===== src/rtl/keypad_scanner.sv =====
// keypad_scanner
// Scans a 4x4 active-low matrix keypad one column at a time. It synchronises
// and debounces the row lines and reports each accepted press exactly once.
// After a press it waits for the key to be released, with debounce, before
// scanning resumes.
//
// Parameters:
//   SCAN_CYCLES     - dwell cycles per column before rows are sampled (>=3)
//   DEBOUNCE_CYCLES - consecutive stable cycles to accept a press/release (1-255)
//   CLEAR_CODE      - key code routed to 'clear' when KEYPAD_CLEAR_KEY_EN is defined
//
// Ports:
//   clk    in   system clock, rising edge
//   reset  in   asynchronous active-low reset
//   rows   in   [3:0] keypad rows, asynchronous, active-low
//   cols   out  [3:0] column drive, exactly one bit low
//   digit  out  [3:0] code of last accepted key, 4*row + col
//   valid  out  one-cycle pulse when digit is updated
//   clear  out  one-cycle pulse for the clear key (KEYPAD_CLEAR_KEY_EN builds)
//
// Build option: define KEYPAD_CLEAR_KEY_EN to report CLEAR_CODE on 'clear'
// instead of 'valid'. In that case 'digit' is left untouched. When the macro
// is undefined, 'clear' is tied low.
module keypad_scanner #(
    parameter int         SCAN_CYCLES     = 4,
    parameter int         DEBOUNCE_CYCLES = 4,
    parameter logic [3:0] CLEAR_CODE      = 4'hF
) (
    input  logic       clk,
    input  logic       reset,
    input  logic [3:0] rows,
    output logic [3:0] cols,
    output logic [3:0] digit,
    output logic       valid,
    output logic       clear
);

    typedef enum logic [1:0] {SCAN, DEBOUNCE, EMIT, WAIT_RELEASE} state_t;

    localparam logic [7:0] DWELL_LAST = 8'(SCAN_CYCLES - 1);
    localparam logic [7:0] DEB_LAST   = 8'(DEBOUNCE_CYCLES - 1);

    state_t     state, state_nxt;
    logic [3:0] rows_m, rows_s;
    logic [1:0] col_idx, col_idx_nxt;
    logic [1:0] r, r_nxt, c, c_nxt;
    logic [7:0] dwell, dwell_nxt;
    logic [7:0] cnt, cnt_nxt;
    logic [3:0] digit_nxt;
    logic       valid_nxt;
    logic [1:0] low_row;

    // Column drive follows the column index directly, so an asynchronous
    // reset of col_idx also returns cols to 4'b1110 without a clock.
    assign cols = ~(4'b0001 << col_idx);

    // Lowest-index low row wins when several keys share the active column.
    always_comb begin
        low_row = 2'd0;
        for (int i = 3; i >= 0; i--) begin
            if (!rows_s[i]) low_row = 2'(i);
        end
    end

    always_comb begin
        state_nxt   = state;
        col_idx_nxt = col_idx;
        dwell_nxt   = dwell;
        cnt_nxt     = cnt;
        r_nxt       = r;
        c_nxt       = c;
        digit_nxt   = digit;
        valid_nxt   = 1'b0;
        case (state)
            SCAN: begin
                if (dwell == DWELL_LAST) begin
                    dwell_nxt = 8'd0;
                    if (rows_s != 4'hF) begin
                        r_nxt     = low_row;
                        c_nxt     = col_idx;
                        cnt_nxt   = 8'd0;
                        state_nxt = DEBOUNCE;
                    end else begin
                        col_idx_nxt = col_idx + 2'd1;
                    end
                end else begin
                    dwell_nxt = dwell + 8'd1;
                end
            end
            DEBOUNCE: begin
                if (rows_s[r]) begin
                    // Bounce: give up on this key and move on.
                    cnt_nxt     = 8'd0;
                    col_idx_nxt = col_idx + 2'd1;
                    state_nxt   = SCAN;
                end else if (cnt == DEB_LAST) begin
                    cnt_nxt   = 8'd0;
                    state_nxt = EMIT;
                end else begin
                    cnt_nxt = cnt + 8'd1;
                end
            end
            EMIT: begin
                cnt_nxt   = 8'd0;
                state_nxt = WAIT_RELEASE;
`ifndef KEYPAD_CLEAR_KEY_EN
                digit_nxt = {r, c};
                valid_nxt = 1'b1;
`else
                if ({r, c} != CLEAR_CODE) begin
                    digit_nxt = {r, c};
                    valid_nxt = 1'b1;
                end
`endif
            end
            WAIT_RELEASE: begin
                if (!rows_s[r]) begin
                    cnt_nxt = 8'd0;
                end else if (cnt == DEB_LAST) begin
                    cnt_nxt     = 8'd0;
                    col_idx_nxt = col_idx + 2'd1;
                    state_nxt   = SCAN;
                end else begin
                    cnt_nxt = cnt + 8'd1;
                end
            end
            default: state_nxt = SCAN;
        endcase
    end

    always_ff @(posedge clk or negedge reset) begin
        if (!reset) begin
            rows_m  <= 4'hF;
            rows_s  <= 4'hF;
            state   <= SCAN;
            col_idx <= 2'd0;
            dwell   <= 8'd0;
            cnt     <= 8'd0;
            r       <= 2'd0;
            c       <= 2'd0;
            digit   <= 4'd0;
            valid   <= 1'b0;
        end else begin
            rows_m  <= rows;
            rows_s  <= rows_m;
            state   <= state_nxt;
            col_idx <= col_idx_nxt;
            dwell   <= dwell_nxt;
            cnt     <= cnt_nxt;
            r       <= r_nxt;
            c       <= c_nxt;
            digit   <= digit_nxt;
            valid   <= valid_nxt;
        end
    end

`ifdef KEYPAD_CLEAR_KEY_EN
    // The clear key is reported on its own registered strobe.
    always_ff @(posedge clk or negedge reset) begin
        if (!reset) clear <= 1'b0;
        else        clear <= (state == EMIT) && ({r, c} == CLEAR_CODE);
    end
`else
    assign clear = 1'b0;
`endif

endmodule


===== config.mk =====
export PLATFORM = sky130hd
export DESIGN_NAME = keypad_scanner
export DESIGN_NICKNAME = d
export VERILOG_FILES = /design/src/rtl/keypad_scanner.sv
export SDC_FILE = /design/constraint.sdc
export NUM_CORES = 1
export LEC_CHECK = 0
export BUFFER_PORTS_ARGS = -buffer_cell sky130_fd_sc_hd__buf_4
export CAP_MARGIN = 20
export CORE_MARGIN = 2
export CORE_UTILIZATION = 55
export DETAILED_ROUTE_END_ITERATION = 6
export PLACE_DENSITY = 0.77
export SLEW_MARGIN = 20
export SYNTH_ARGS = -nofsm -noshare
export SYNTH_HDL_FRONTEND = slang
export SYNTH_SLANG_ARGS = --single-unit

===== constraint.sdc =====
create_clock -name clk -period 2.7 [get_ports clk]
set_input_delay 0.135 -clock clk [delete_from_list [all_inputs] [get_ports clk]]
set_output_delay 0.135 -clock clk [all_outputs]
set_load 0.005 [all_outputs]

# ---- Word level (Yosys, flattened, before mapping)
# Cells that the tools add are included.
dict set report totals {
  inputBits 6
  reg_bits 37
  word_cells 62
  output_inout_bits 10
}
dict set report classes {
  eq_ne 13
  n_reduce_logical 6
  n_lt_le_gt_ge 1
  n_bitwise 1
  shifts 1
  n_mux 27
  addsub 3
}
# op count
set ops {}
lappend ops {{2-to-1 mux 8 bit} 6}
lappend ops {{case mux 8 bit (4 select lines)} 1}
lappend ops {{2-to-1 mux 2 bit} 15}
lappend ops {{adder 8 x 1 -> 8 bit, second input constant} 2}
lappend ops {{== test 8 x 2 -> 1 bit, second input constant} 2}
lappend ops {{inequality test 2 bit, second input constant} 6}
lappend ops {{case mux 2 bit (4 select lines)} 1}
lappend ops {{case mux 2 bit (3 select lines)} 1}
lappend ops {{AND reduction 6 bit} 1}
lappend ops {{AND reduction 5 bit} 1}
lappend ops {{== test 2 bit, second input constant} 2}
lappend ops {{inequality test 4 bit, second input constant} 1}
lappend ops {{inverter 4 bit} 1}
lappend ops {{left shift 1 x 2 -> 4 bit, first input constant} 1}
lappend ops {{less-than comparator 2 x 3 -> 1 bit, second input constant} 1}
lappend ops {{inequality test 3 bit, second input constant} 1}
lappend ops {{AND reduction 3 bit} 1}
lappend ops {{nonzero test 3 bit} 1}
lappend ops {{adder 2 x 1 -> 2 bit, second input constant} 1}
lappend ops {{binary-select mux 1 bit (select 2 bit)} 1}
lappend ops {{== test 2 x 1 -> 1 bit, second input constant} 1}
lappend ops {{zero test 2 bit} 1}
lappend ops {{2-to-1 mux 1 bit} 2}
lappend ops {{AND reduction 2 bit} 1}

# ---- Depth between registers and ports, before layout
# Gate-level depths: netlist (run 1).
dict set report logic_depth {
  depth_word 4
  depth_mapped 7
  mapped_depth_nobuf 6
}

# ---- Worst setup path after synthesis (run 1)
# OpenSTA, ideal clock, no wires.
dict set report synth_timing {
  path_kind {reg-to-reg}
  startpoint {register cnt[0]}
  endpoint {register col_idx[1]}
  t_arrival_ns 1.784
  required_time_ns 2.575
  path_stages_with_launch 7
  setup_ns 0.125
  setup_slack_ns 0.791
  path_cell_list {dfrtp_1 -> ha_1 -> or2b_2 -> or3_4 -> a21oi_2 -> a21oi_2 -> mux2_4}
}
dict set report synth_via {
  elab_chain_len 3
}
# element line_no
set synth_rtl {}
lappend synth_rtl {{from (decl)} 48} ;# logic [7:0] cnt, cnt_nxt;
lappend synth_rtl {{from (signal assigned)} 149} ;# cnt <= cnt_nxt;
lappend synth_rtl {{== test 8 x 2 -> 1 bit} 119} ;# end else if (cnt == DEB_LAST) begin
lappend synth_rtl {{inequality test 2 bit (no source line)} --}
lappend synth_rtl {{AND reduction 6 bit (no source line)} --}
lappend synth_rtl {{to (signal assigned)} 147} ;# col_idx <= col_idx_nxt;
lappend synth_rtl {{to (decl)} 45} ;# logic [1:0] col_idx, col_idx_nxt;
# No other way between the ends.
# A chain may end at the register's enable or synchronous reset.

# ---- Worst setup path after layout (run 1)
# Same ends and word-level chain as after synthesis.

==> impl_metrics.csv, run 1 <==
group,metric,value,unit
run_status,status,"finished clean",
timing,slew_violations,0,
clock_tree,post_cts_resized,0,
job,timing.max_cap.violations,0,
place,place_worst_setup_slack,0.700,ns
synthesis,ys_seq_area_frac,0.544,
pwr,peakVddDrop,0.000460,V
final_layout,layout-area-overhead-vs-synth,12.5,%
pwr,power_dissipated_by_switching_net_loads,0.661,mW
pwr,swShare,0.364,
clock_tree,worst_skew_late_latency,0.33,ns
clock_tree,cts.hold.buffers_added,5,
worst_hold_path,holdCritPathClass,"in -> async",
floorplan,boundaryPins,16,
timing,timing.setup.tns,0,ns
synthesis,synth_enable_flop_cells,0,
timing,final_period_minus_worst_setup_slack,2.01,ns
route,drt_first_iter_violations,43,
synthesis,synth-main-ff-cell,"sky130_fd_sc_hd__dfrtp_1",
synthesis,syn_area,0.00172,mm²
pwr,combinationalPowerShare,0.371,
synthesis,yosys_warnings,0,
place,io_buffer_count,14,
critical_path,ff2ff_path_depth,6,
place,gp_routability_congestion,0.858,
synthesis,synth.top_cells.by_area,"sky130_fd_sc_hd__dfrtp_1, sky130_fd_sc_hd__dfstp_2, sky130_fd_sc_hd__nand2_1",
grt,grt_pass1_wl,5220,µm
grt,remaining_global_route_overflow,0,
route,route.detailed.drc,0,
floorplan,start_util,0.573,
pwr,internal_cell_power,1.15,mW
final_layout,drive_gt1_frac,0.217,
synthesis,yosysTopAreaCellShare,0.422,
critical_path,critPathKind,"reg -> reg",
critical_path,rr_startpoint,"cnt[0]",
route,wire_per_inst,13.7,µm
route,routed_wl,2960,µm
timing,report.final.hold_viol_count,0,
synthesis,post_synth_num_cell_types,39,
clock_tree,ctsHtreeMaxLevel,2,
timing,max-slew-margin-rel,0.565,
clock_tree,num_clock_sinks,37,
critical_path,worst_r2r_endpoint,"col_idx[1]",
route,dr.pass1.iters,4,
final_layout,antenna_cell_count,0,
synthesis,synth_area_per_cell,10.7,µm²
timing,min_period_over_period,0.745,
synthesis,synthDominantAreaCellType,"sky130_fd_sc_hd__dfrtp_1",
critical_path,worstPathMaxFanout,5,
clock_tree,clockRootBuffer,"sky130_fd_sc_hd__clkbuf_4",
pwr,seqPwrFrac,0.483,
route,postRouteAntennaNets,0,
synthesis,synth.ff_latch_count,37,
critical_path,timing.critical_path.arrival,2.24,ns
final_layout,design.final.nets,195,
pwr,pwr-share-clk,0.147,
route,vias,1211,
grt,pin_count_of_the_biggest_net_entering_global_routing,38,
timing,worst_clock_skew,0.0118,ns
clock_tree,clockBufferDepth,2,
timing,worst_slew_pin_slew,0.653,ns
clock_tree,cts_made_buffers,5,
critical_path,worstSetupEndpointType,"flip-flop",
critical_path,critical_path.startpoint_type,"flip-flop",
grt,groute.usage.overall,0.202,
clock_tree,cts.repair_timing.setup_buffer_count,0,
floorplan,row_count,20,
clock_tree,worst_setup_hold_path_clk_slew,0.10,ns
floorplan,die_width,59.9,µm
pwr,power_density,938,mW/mm²
floorplan,die_h,59.9,µm
floorplan,die_area,0.00359,mm²
critical_path,timing.critical_path.from,"cnt[0]",
critical_path,crit_path_end,"col_idx[1]",
timing,grt_setup_unrepaired,"false",
timing,finalSetupViolations,0,
timing,final.setup.worst_slack,0.690,ns
critical_path,setup.reg_to_reg.worst_slack,0.69,ns
pwr,power.leakage,0.919,nW
timing,max_freq,497,MHz
place,final_hpwl_from_detailed_placement,2160,µm
clock_tree,tritoncts,"built",
floorplan,core_region_area,0.00300,mm²
critical_path,critical_path_required,2.93,ns
synthesis,syn_nets,173,
route,drt-vias-per-instance,5.58,
synthesis,postSynthCellCount,161,
grt,first_global_vias,1187,
grt,antenna_violations_before_repair,0,
synthesis,synthArstFlopShare,1.00,
==> Yosys cell counts, drive strengths merged (2+ instances only) <==
cell type / n
inv: 12
a21oi: 4
nand3: 9
o22ai: 2
or3: 3
dfrtp: 29
mux2: 7
xor2: 3
nand4: 6
clkbuf: 2
nor3: 2
buf: 3
nor4: 2
o21ai: 9
mux2i: 3
xnor2: 5
a21o: 2
dfstp: 8
ha: 6
nor2: 8
nand2: 22
==> metal layers <==
metal  GRT usage  wire length (µm)
met1       0.246              1300
met2       0.323              1460
met3      0.0649               153
met4      0.0952                46
met5           0                 0
==> cells in the final DEF, fill, tap and decap left out, types with 3 or more instances in the layout <==
cell and n:
sky130_fd_sc_hd__buf_4 15, sky130_fd_sc_hd__clkbuf_1 3, sky130_fd_sc_hd__clkbuf_4 5, sky130_fd_sc_hd__dfrtp_1 29
sky130_fd_sc_hd__dfstp_2 8, sky130_fd_sc_hd__dlygate4sd3_1 5, sky130_fd_sc_hd__ha_1 6, sky130_fd_sc_hd__inv_1 12
sky130_fd_sc_hd__mux2_2 6, sky130_fd_sc_hd__mux2i_1 3, sky130_fd_sc_hd__nand2_1 22, sky130_fd_sc_hd__nand3_1 9
sky130_fd_sc_hd__nand4_1 6, sky130_fd_sc_hd__nor2_1 8, sky130_fd_sc_hd__o21ai_0 9, sky130_fd_sc_hd__xnor2_1 5
sky130_fd_sc_hd__xor2_1 3
==> kinds of logic (layout without fill, tap and decap cells) <==
group / Yosys count / count (layout) / synth area share
buffers and inverters: 17 / 40 / 0.0480
other: 1 / 1 / 0.00218
and+or+nand+nor: 59 / 59 / 0.168
muxes: 10 / 10 / 0.0654
AOI/OAI and AO/OA: 22 / 22 / 0.0822
adders and majority gates: 7 / 7 / 0.0495
DFF: 37 / 37 / 0.544
xor gates and xnor gates: 8 / 8 / 0.0407
==> power groups by stage <==
| stage | sequential (mW) | clock (mW) | combinational [mW] |
|---|---|---|---|
| floorplan | 0.826 | 0 | 0.501 |
| global placement | 0.870 | 0 | 0.641 |
| detailed placement | 0.887 | 0 | 0.675 |
| CTS | 0.875 | 0.278 | 0.685 |
| global route | 0.902 | 0.303 | 0.772 |
| finish | 0.876 | 0.266 | 0.673 |
==> flip-flops by register name, summed over array words and instances, names as in the netlist, named ones only <==
| signal | flops |
|---|---|
| dwell | 8 |
| state | 1 |
| r | 2 |
| digit | 4 |
| rows_s | 4 |
| c | 2 |
| rows_m | 4 |
| valid | 1 |
| col_idx | 2 |
| cnt | 8 |
==> worst min-delay path by stage <==
| stage | from | end | slack [ns] |
|---|---|---|---|
| floorplan | reset | async pin | -0.16 |
| global placement | reset | col_idx[1] | 0.11 |
| detailed placement | reset | col_idx[1] | 0.12 |
| CTS | reset | col_idx[1] | 0.29 |
| global route | reset | col_idx[1] | 0.29 |
| finish | reset | col_idx[1] | 0.28 |
==> metrics by stage <==
| stage | cell area (µm²) | util | hold slack [ns] | instances | power (mW) |
|---|---|---|---|---|---|
| after floorplan | 1720 | - | -0.161 | 161 | 1.33 |
| after global placement | 1840 | 0.612 | 0.108 | 204 | 1.51 |
| after detailed placement | 1840 | 0.612 | 0.116 | 204 | 1.56 |
| after CTS | 1940 | 0.645 | 0.288 | 217 | 1.84 |
| after global routing | 1940 | 0.645 | 0.293 | 217 | 1.98 |
| final | 1940 | 0.645 | 0.281 | 217 | 1.81 |
==> layout make-up <==
class	instances	area [µm²]
timing repair buffer	20	163
multi-input combinational	107	702
fill	243	1070
inverter	12	45.0
clock buffer	8	48.8
tap	33	41.3
sequential	37	936
==> critical path, stage by stage (launching register included) <==
cell and delay (ns):
sky130_fd_sc_hd__dfrtp_1 0.42, sky130_fd_sc_hd__ha_1 0.22, sky130_fd_sc_hd__or2b_2 0.32, sky130_fd_sc_hd__or3_4 0.40
sky130_fd_sc_hd__a21oi_2 0.16, sky130_fd_sc_hd__a21oi_2 0.09, sky130_fd_sc_hd__mux2_4 0.31
Power figures use the tool's default switching activity.
==> run 2: changes to the inputs <==
- ABC_AREA: unset -> 1
- CORE_UTILIZATION: 55 -> 53
- clock period: 2.7 -> 1.84 ns (I/O delays scaled with it)
==> run 2 against run 1 <==
  * Clock-buffer cell count down 3
  * Hold slack got worse by 0.082 ns
  * Register-to-register slack got worse by 0.39 ns
  * Die area grew 13%
==> impl_metrics.csv, run 2 <==
group,metric,value,unit
synthesis,yosys_warnings,0,
synthesis,synth-main-ff-cell,"sky130_fd_sc_hd__dfrtp_1",
critical_path,timing.critical_path.arrival,1.78,ns
timing,final_period_minus_worst_setup_slack,1.55,ns
route,drt_first_iter_violations,102,
clock_tree,cts_made_buffers,5,
route,vias,1455,
clock_tree,clockBufferDepth,2,
clock_tree,tritoncts,"built",
synthesis,syn_nets,233,
synthesis,syn_area,0.00189,mm²
synthesis,synthDominantAreaCellType,"sky130_fd_sc_hd__dfrtp_1",
grt,remaining_global_route_overflow,0,
final_layout,drive_gt1_frac,0.200,
floorplan,die_h,63.7,µm
grt,antenna_violations_before_repair,0,
grt,pin_count_of_the_biggest_net_entering_global_routing,38,
timing,worst_clock_skew,0.0213,ns
floorplan,die_width,63.7,µm
place,io_buffer_count,14,
clock_tree,worst_skew_late_latency,0.36,ns
synthesis,synthMostInstantiatedCell,"sky130_fd_sc_hd__nand2_1",
timing,slew_violations,0,
synthesis,post_synth_num_cell_types,33,
timing,timing.setup.tns,0,ns
clock_tree,post_cts_resized,0,
floorplan,die_area,0.00406,mm²
route,wire_per_inst,11.6,µm
floorplan,boundaryPins,16,
grt,first_global_vias,1384,
route,postRouteAntennaNets,0,
synthesis,synth.ff_latch_count,37,
critical_path,critPathKind,"reg -> reg",
place,final_hpwl_from_detailed_placement,2330,µm
synthesis,ys_seq_area_frac,0.495,
run_status,status,"finished clean",
synthesis,yosysTopAreaCellShare,0.384,
clock_tree,cts.repair_timing.setup_buffer_count,0,
synthesis,postSynthCellCount,221,
synthesis,post_synth_most_frequent_cells,"sky130_fd_sc_hd__nand2_1, sky130_fd_sc_hd__inv_1, sky130_fd_sc_hd__dfrtp_1",
route,dr.pass1.iters,4,
critical_path,critical_path_required,2.08,ns
clock_tree,clockRootBuffer,"sky130_fd_sc_hd__clkbuf_4",
critical_path,worstSetupEndpointType,"flip-flop",
place,gp_routability_congestion,0.865,
final_layout,design.final.nets,256,
grt,grt_pass1_wl,6190,µm
timing,max_freq,647,MHz
critical_path,setup.reg_to_reg.worst_slack,0.29,ns
pwr,power.leakage,1.08,nW
final_layout,layout-area-overhead-vs-synth,15.3,%
final_layout,biggestRegsByFlops,"cnt: 8 flops, dwell: 8 flops",
floorplan,row_count,21,
floorplan,core_region_area,0.00339,mm²
timing,final.setup.worst_slack,0.295,ns
grt,groute.usage.overall,0.197,
timing,report.final.hold_viol_count,0,
timing,finalSetupViolations,0,
clock_tree,worst_setup_hold_path_clk_slew,0.13,ns
route,routed_wl,3370,µm
synthesis,synth.top_cells.by_area,"sky130_fd_sc_hd__dfrtp_1, sky130_fd_sc_hd__dfstp_2, sky130_fd_sc_hd__nand2_1",
critical_path,critical_path.startpoint_type,"flip-flop",
final_layout,final_common_cell,"sky130_fd_sc_hd__nand2_1",
synthesis,synth_enable_flop_cells,0,
timing,min_period_over_period,0.840,
pwr,peakVddDrop,0.000559,V
job,timing.max_cap.violations,0,
final_layout,final_cell_mix,"sky130_fd_sc_hd__nand2_1, sky130_fd_sc_hd__inv_1, sky130_fd_sc_hd__dfrtp_1, sky130_fd_sc_hd__nand3_1, sky130_fd_sc_hd__nor2_1",
place,place_worst_setup_slack,0.331,ns
route,drt-vias-per-instance,5.00,
clock_tree,ctsHtreeMaxLevel,2,
synthesis,synth_area_per_cell,8.55,µm²
worst_hold_path,holdCritPathClass,"in -> async",
clock_tree,num_clock_sinks,37,
synthesis,synthArstFlopShare,1.00,
floorplan,start_util,0.558,
final_layout,antenna_cell_count,0,
route,route.detailed.drc,0,
pwr,power_density,1390,mW/mm²
critical_path,worstPathMaxFanout,11,
timing,grt_setup_unrepaired,"false",
[run 2: changes by cell type in the layout (fill, tap and decap cells not counted), moves of 4 or more]
cell                      change
sky130_fd_sc_hd__inv_1       +24
sky130_fd_sc_hd__mux2_2       -6
sky130_fd_sc_hd__nand2_1     +25
sky130_fd_sc_hd__nand2_2      +4
sky130_fd_sc_hd__nand3_1     +11
sky130_fd_sc_hd__nor2_1       +7
sky130_fd_sc_hd__nor2_2       +5
sky130_fd_sc_hd__xnor2_1      -4
sky130_fd_sc_hd__xor2_1       +4
[run 2: metrics by stage]
stage | hold slack [ns] | cell area [µm²] | total power, mW | utilization | cells
floorplan | -0.204 | 1890 | 2.04 | - | 221
global placement | 0.0735 | 2020 | 2.27 | 0.597 | 278
detailed placement | 0.0756 | 2020 | 2.30 | 0.597 | 278
CTS | 0.214 | 2180 | 3.06 | 0.643 | 291
global route | 0.236 | 2180 | 3.30 | 0.643 | 291
finish | 0.198 | 2180 | 3.03 | 0.643 | 291
[run 2: critical path, stage by stage, from the launching register on]
cell and delay (ns):
sky130_fd_sc_hd__dfrtp_1 0.39, sky130_fd_sc_hd__ha_1 0.23, sky130_fd_sc_hd__nand2_1 0.07, sky130_fd_sc_hd__nor2_1 0.13, sky130_fd_sc_hd__nand3_2 0.09, sky130_fd_sc_hd__nand2_2 0.18
sky130_fd_sc_hd__inv_1 0.12, sky130_fd_sc_hd__a21oi_2 0.15, sky130_fd_sc_hd__nor2_1 0.06
[run 2: cell type report]
| class | count | area, µm² |
|---|---|---|
| multi-input combinational | 142 | 778 |
| fill | 263 | 1210 |
| inverter | 39 | 146 |
| sequential | 37 | 936 |
| tap | 46 | 57.6 |
| clock inverter | 3 | 68.8 |
| timing repair buffer | 19 | 155 |
| clock buffer | 5 | 37.5 |
[run 2: routing by layer]
layer	routed length, µm	track usage	vias up
met5	0	0	-
met4	62	0.0679	0
met3	145	0.0571	7
met2	1610	0.324	32
met1	1550	0.248	670
li1	-	-	746
[run 2: final timing paths]
check	start	endpoint	cells past startpoint
min	reset	digit[2]	2
max reg2reg	dwell[1]	cnt[2]	8
max	dwell[1]	cnt[2]	8
min in group clk	rows_m[2]	rows_s[2]	0
max in group asynchronous	reset	rows_m[3]	2
min reg2reg	rows_m[2]	rows_s[2]	0
[run 2: report_power, final]
part | total [mW] | switching [mW] | internal, mW
Clock | 0.728 | 0.301 | 0.427
Sequential | 1.19 | 0.181 | 1.01
Combinational | 1.12 | 0.687 | 0.428
[run 2: cell families after synthesis]
logic type	count (synthesis)	synth area share
adder cells (fa/ha/maj)	6	0.0397
XOR/XNOR	8	0.0371
buffers and inverters	42	0.0933
AO/OA/AOI/OAI	25	0.0788
AND/OR/NAND/NOR	102	0.254
flip-flops	37	0.495
other	1	0.00198
[run 2: repair_timing]
| action | 4_1_cts | 5_1_grt |
|---|---|---|
| hold buffers | 5 | 0 |
| setup endpoints to repair | 0 | 0 |
| endpoints found under the hold margin | 37 | 0 |
==> run 3: changes to the inputs <==
- CORE_UTILIZATION: 53 -> 55
- PLACE_DENSITY: 0.77 -> 0.76
- clock period: 1.84 -> 1.46 ns (I/O delays scaled with it)
==> run 3 against run 2 <==
  * Total power rose by 31%
  * Hold slack improved by 0.013 ns
  * Final cell count rose by 6.5%
  * Combinational power rose by 74%
  * Largest power group is now combinational cells
==> impl_metrics.csv, run 3 (synthesis results as in run 2) <==
group,metric,value,unit
run_status,status,"finished clean",
timing,max_freq,711,MHz
critical_path,critical_path.startpoint_type,"flip-flop",
timing,slew_violations,0,
grt,first_global_vias,1439,
final_layout,n_fill_cell,261,
critical_path,setup.reg_to_reg.worst_slack,0.05,ns
floorplan,start_util,0.571,
route,wire_per_inst,11.9,µm
timing,final_period_minus_worst_setup_slack,1.41,ns
timing,hold_slack,0.211,ns
clock_tree,num_clock_sinks,37,
grt,groute.usage.overall,0.195,
route,drt-vias-per-instance,5.11,
floorplan,die_h,62.6,µm
place,final_hpwl_from_detailed_placement,2450,µm
floorplan,row_count,21,
clock_tree,clockRootBuffer,"sky130_fd_sc_hd__clkbuf_4",
timing,worst_clock_skew,0.00712,ns
route,route.detailed.drc,0,
floorplan,die_width,62.6,µm
critical_path,critical_path.max_stage_delay,0.43,ns
critical_path,ordered_cell_list_for_the_critical_path,"ha_4 > nand2_2 > nor2_4 > nand3_4 > a21oi_2 > nand4_1 > and2_1",
timing,grt_setup_unrepaired,"true",
grt,pin_count_of_the_biggest_net_entering_global_routing,38,
final_layout,postLayoutCoreUtil,0.718,
final_layout,multi_input_area,890,µm²
route,vias,1583,
critical_path,ff2ff_path_depth,7,
route,dr.pass1.iters,4,
final_layout,final_cell_mix,"sky130_fd_sc_hd__nand2_1, sky130_fd_sc_hd__inv_1, sky130_fd_sc_hd__buf_4, sky130_fd_sc_hd__dfrtp_1, sky130_fd_sc_hd__nand3_1",
place,io_buffer_count,14,
clock_tree,cts_made_buffers,5,
floorplan,die_area,0.00392,mm²
final_layout,regArea,937,µm²
grt,grt_pass1_wl,6130,µm
final_layout,biggestRegsByFlops,"cnt: 8 flops, dwell: 8 flops",
floorplan,boundaryPins,16,
grt,antenna_violations_before_repair,0,
critical_path,worstSetupEndpointType,"flip-flop",
final_layout,design.final.nets,275,
job,timing.max_cap.violations,0,
timing,timing.setup.tns,0,ns
critical_path,slowest_cell_on_crit_path,"sky130_fd_sc_hd__dfrtp_1",
pwr,power.leakage,1.16,nW
place,gp_routability_congestion,0.858,
timing,finalSetupViolations,0,
pwr,power_density,1680,mW/mm²
worst_hold_path,holdCritPathClass,"in -> async",
route,drt_first_iter_violations,84,
critical_path,critPathKind,"reg -> reg",
final_layout,final_common_cell,"sky130_fd_sc_hd__nand2_1",
critical_path,rr_startpoint,"dwell[1]",
timing,min_period_over_period,0.963,
grt,remaining_global_route_overflow,0,
critical_path,critical_path_required,1.71,ns
critical_path,worst_r2r_endpoint,"state[0]",
clock_tree,ctsHtreeMaxLevel,2,
final_layout,antenna_cell_count,0,
route,postRouteAntennaNets,0,
pwr,peakVddDrop,0.000997,V
final_layout,layout-area-overhead-vs-synth,25.7,%
clock_tree,worst_setup_hold_path_clk_slew,0.11,ns
timing,report.final.hold_viol_count,0,
critical_path,timing.critical_path.arrival,1.66,ns
clock_tree,tritoncts,"built",
route,routed_wl,3700,µm
critical_path,worstPathMaxFanout,4,
clock_tree,clockBufferDepth,2,
clock_tree,worst_skew_late_latency,0.35,ns
final_layout,drive_gt1_frac,0.337,
floorplan,core_region_area,0.00331,mm²
[run 3: worst max-delay path, delay by kind of cell, from the launching register on]
family,cells,cell delay [ns]
adder cells (fa/ha/maj),1,0.18
flip-flops,1,0.43
AO/OA/AOI/OAI,1,0.15
AND/OR/NAND/NOR,5,0.56
[run 3: routing by layer]
| metal | track usage | wire (µm) | up-vias |
|---|---|---|---|
| met3 | 0.0486 | 174 | 9 |
| li1 | - | - | 785 |
| met4 | 0.0917 | 77 | 0 |
| met5 | 0 | 0 | - |
| met1 | 0.257 | 1720 | 751 |
| met2 | 0.304 | 1720 | 38 |
[run 3: power by group]
group / switching [mW] / internal [mW] / total [mW]
clock: 0.347 / 0.181 / 0.528
sequential: 0.236 / 1.27 / 1.51
combinational: 1.09 / 0.861 / 1.95
[run 3: how the worst max path moves through the flow]
stage | from | slack [ns] | end
after floorplan | dwell[0] | 0.08 | cnt[2]
after global placement | dwell[0] | -0.007 | cnt[2]
after detailed placement | dwell[0] | -0.05 | cnt[2]
after CTS | dwell[0] | 0.002 | col_idx[1]
after global routing | dwell[2] | -0.05 | dwell[7]
final | dwell[1] | 0.05 | state[0]
[run 3: timing repair]
action,CTS,global route
hold buffers,5,0
pin swaps,0,14
hold endpoints to repair,33,0
resized for setup,3,25
buffers inserted,0,8
cloned,0,1
setup endpoints to repair,6,17
[run 3: layout make-up]
cell class / count / share of cell area
Inverter: 39 / 0.0616
Sequential cell: 37 / 0.394
Clock buffer: 5 / 0.0158
Clock inverter: 3 / 0.00737
Tap cell: 46 / 0.0242
Multi-Input combinational cell: 143 / 0.374
Timing Repair Buffer: 37 / 0.122
[run 3: stage by stage]
step	setup WS, ns	total power, mW	area (µm²)	instances
2_1_floorplan	0.0826	2.57	1890	221
3_3_place_gp	-0.00750	2.98	2100	288
3_5_place_dp	-0.0527	3.02	2100	288
4_1_cts	0.00151	3.59	2220	301
5_1_grt	-0.0495	4.32	2380	310
6_report	0.0542	3.99	2380	310
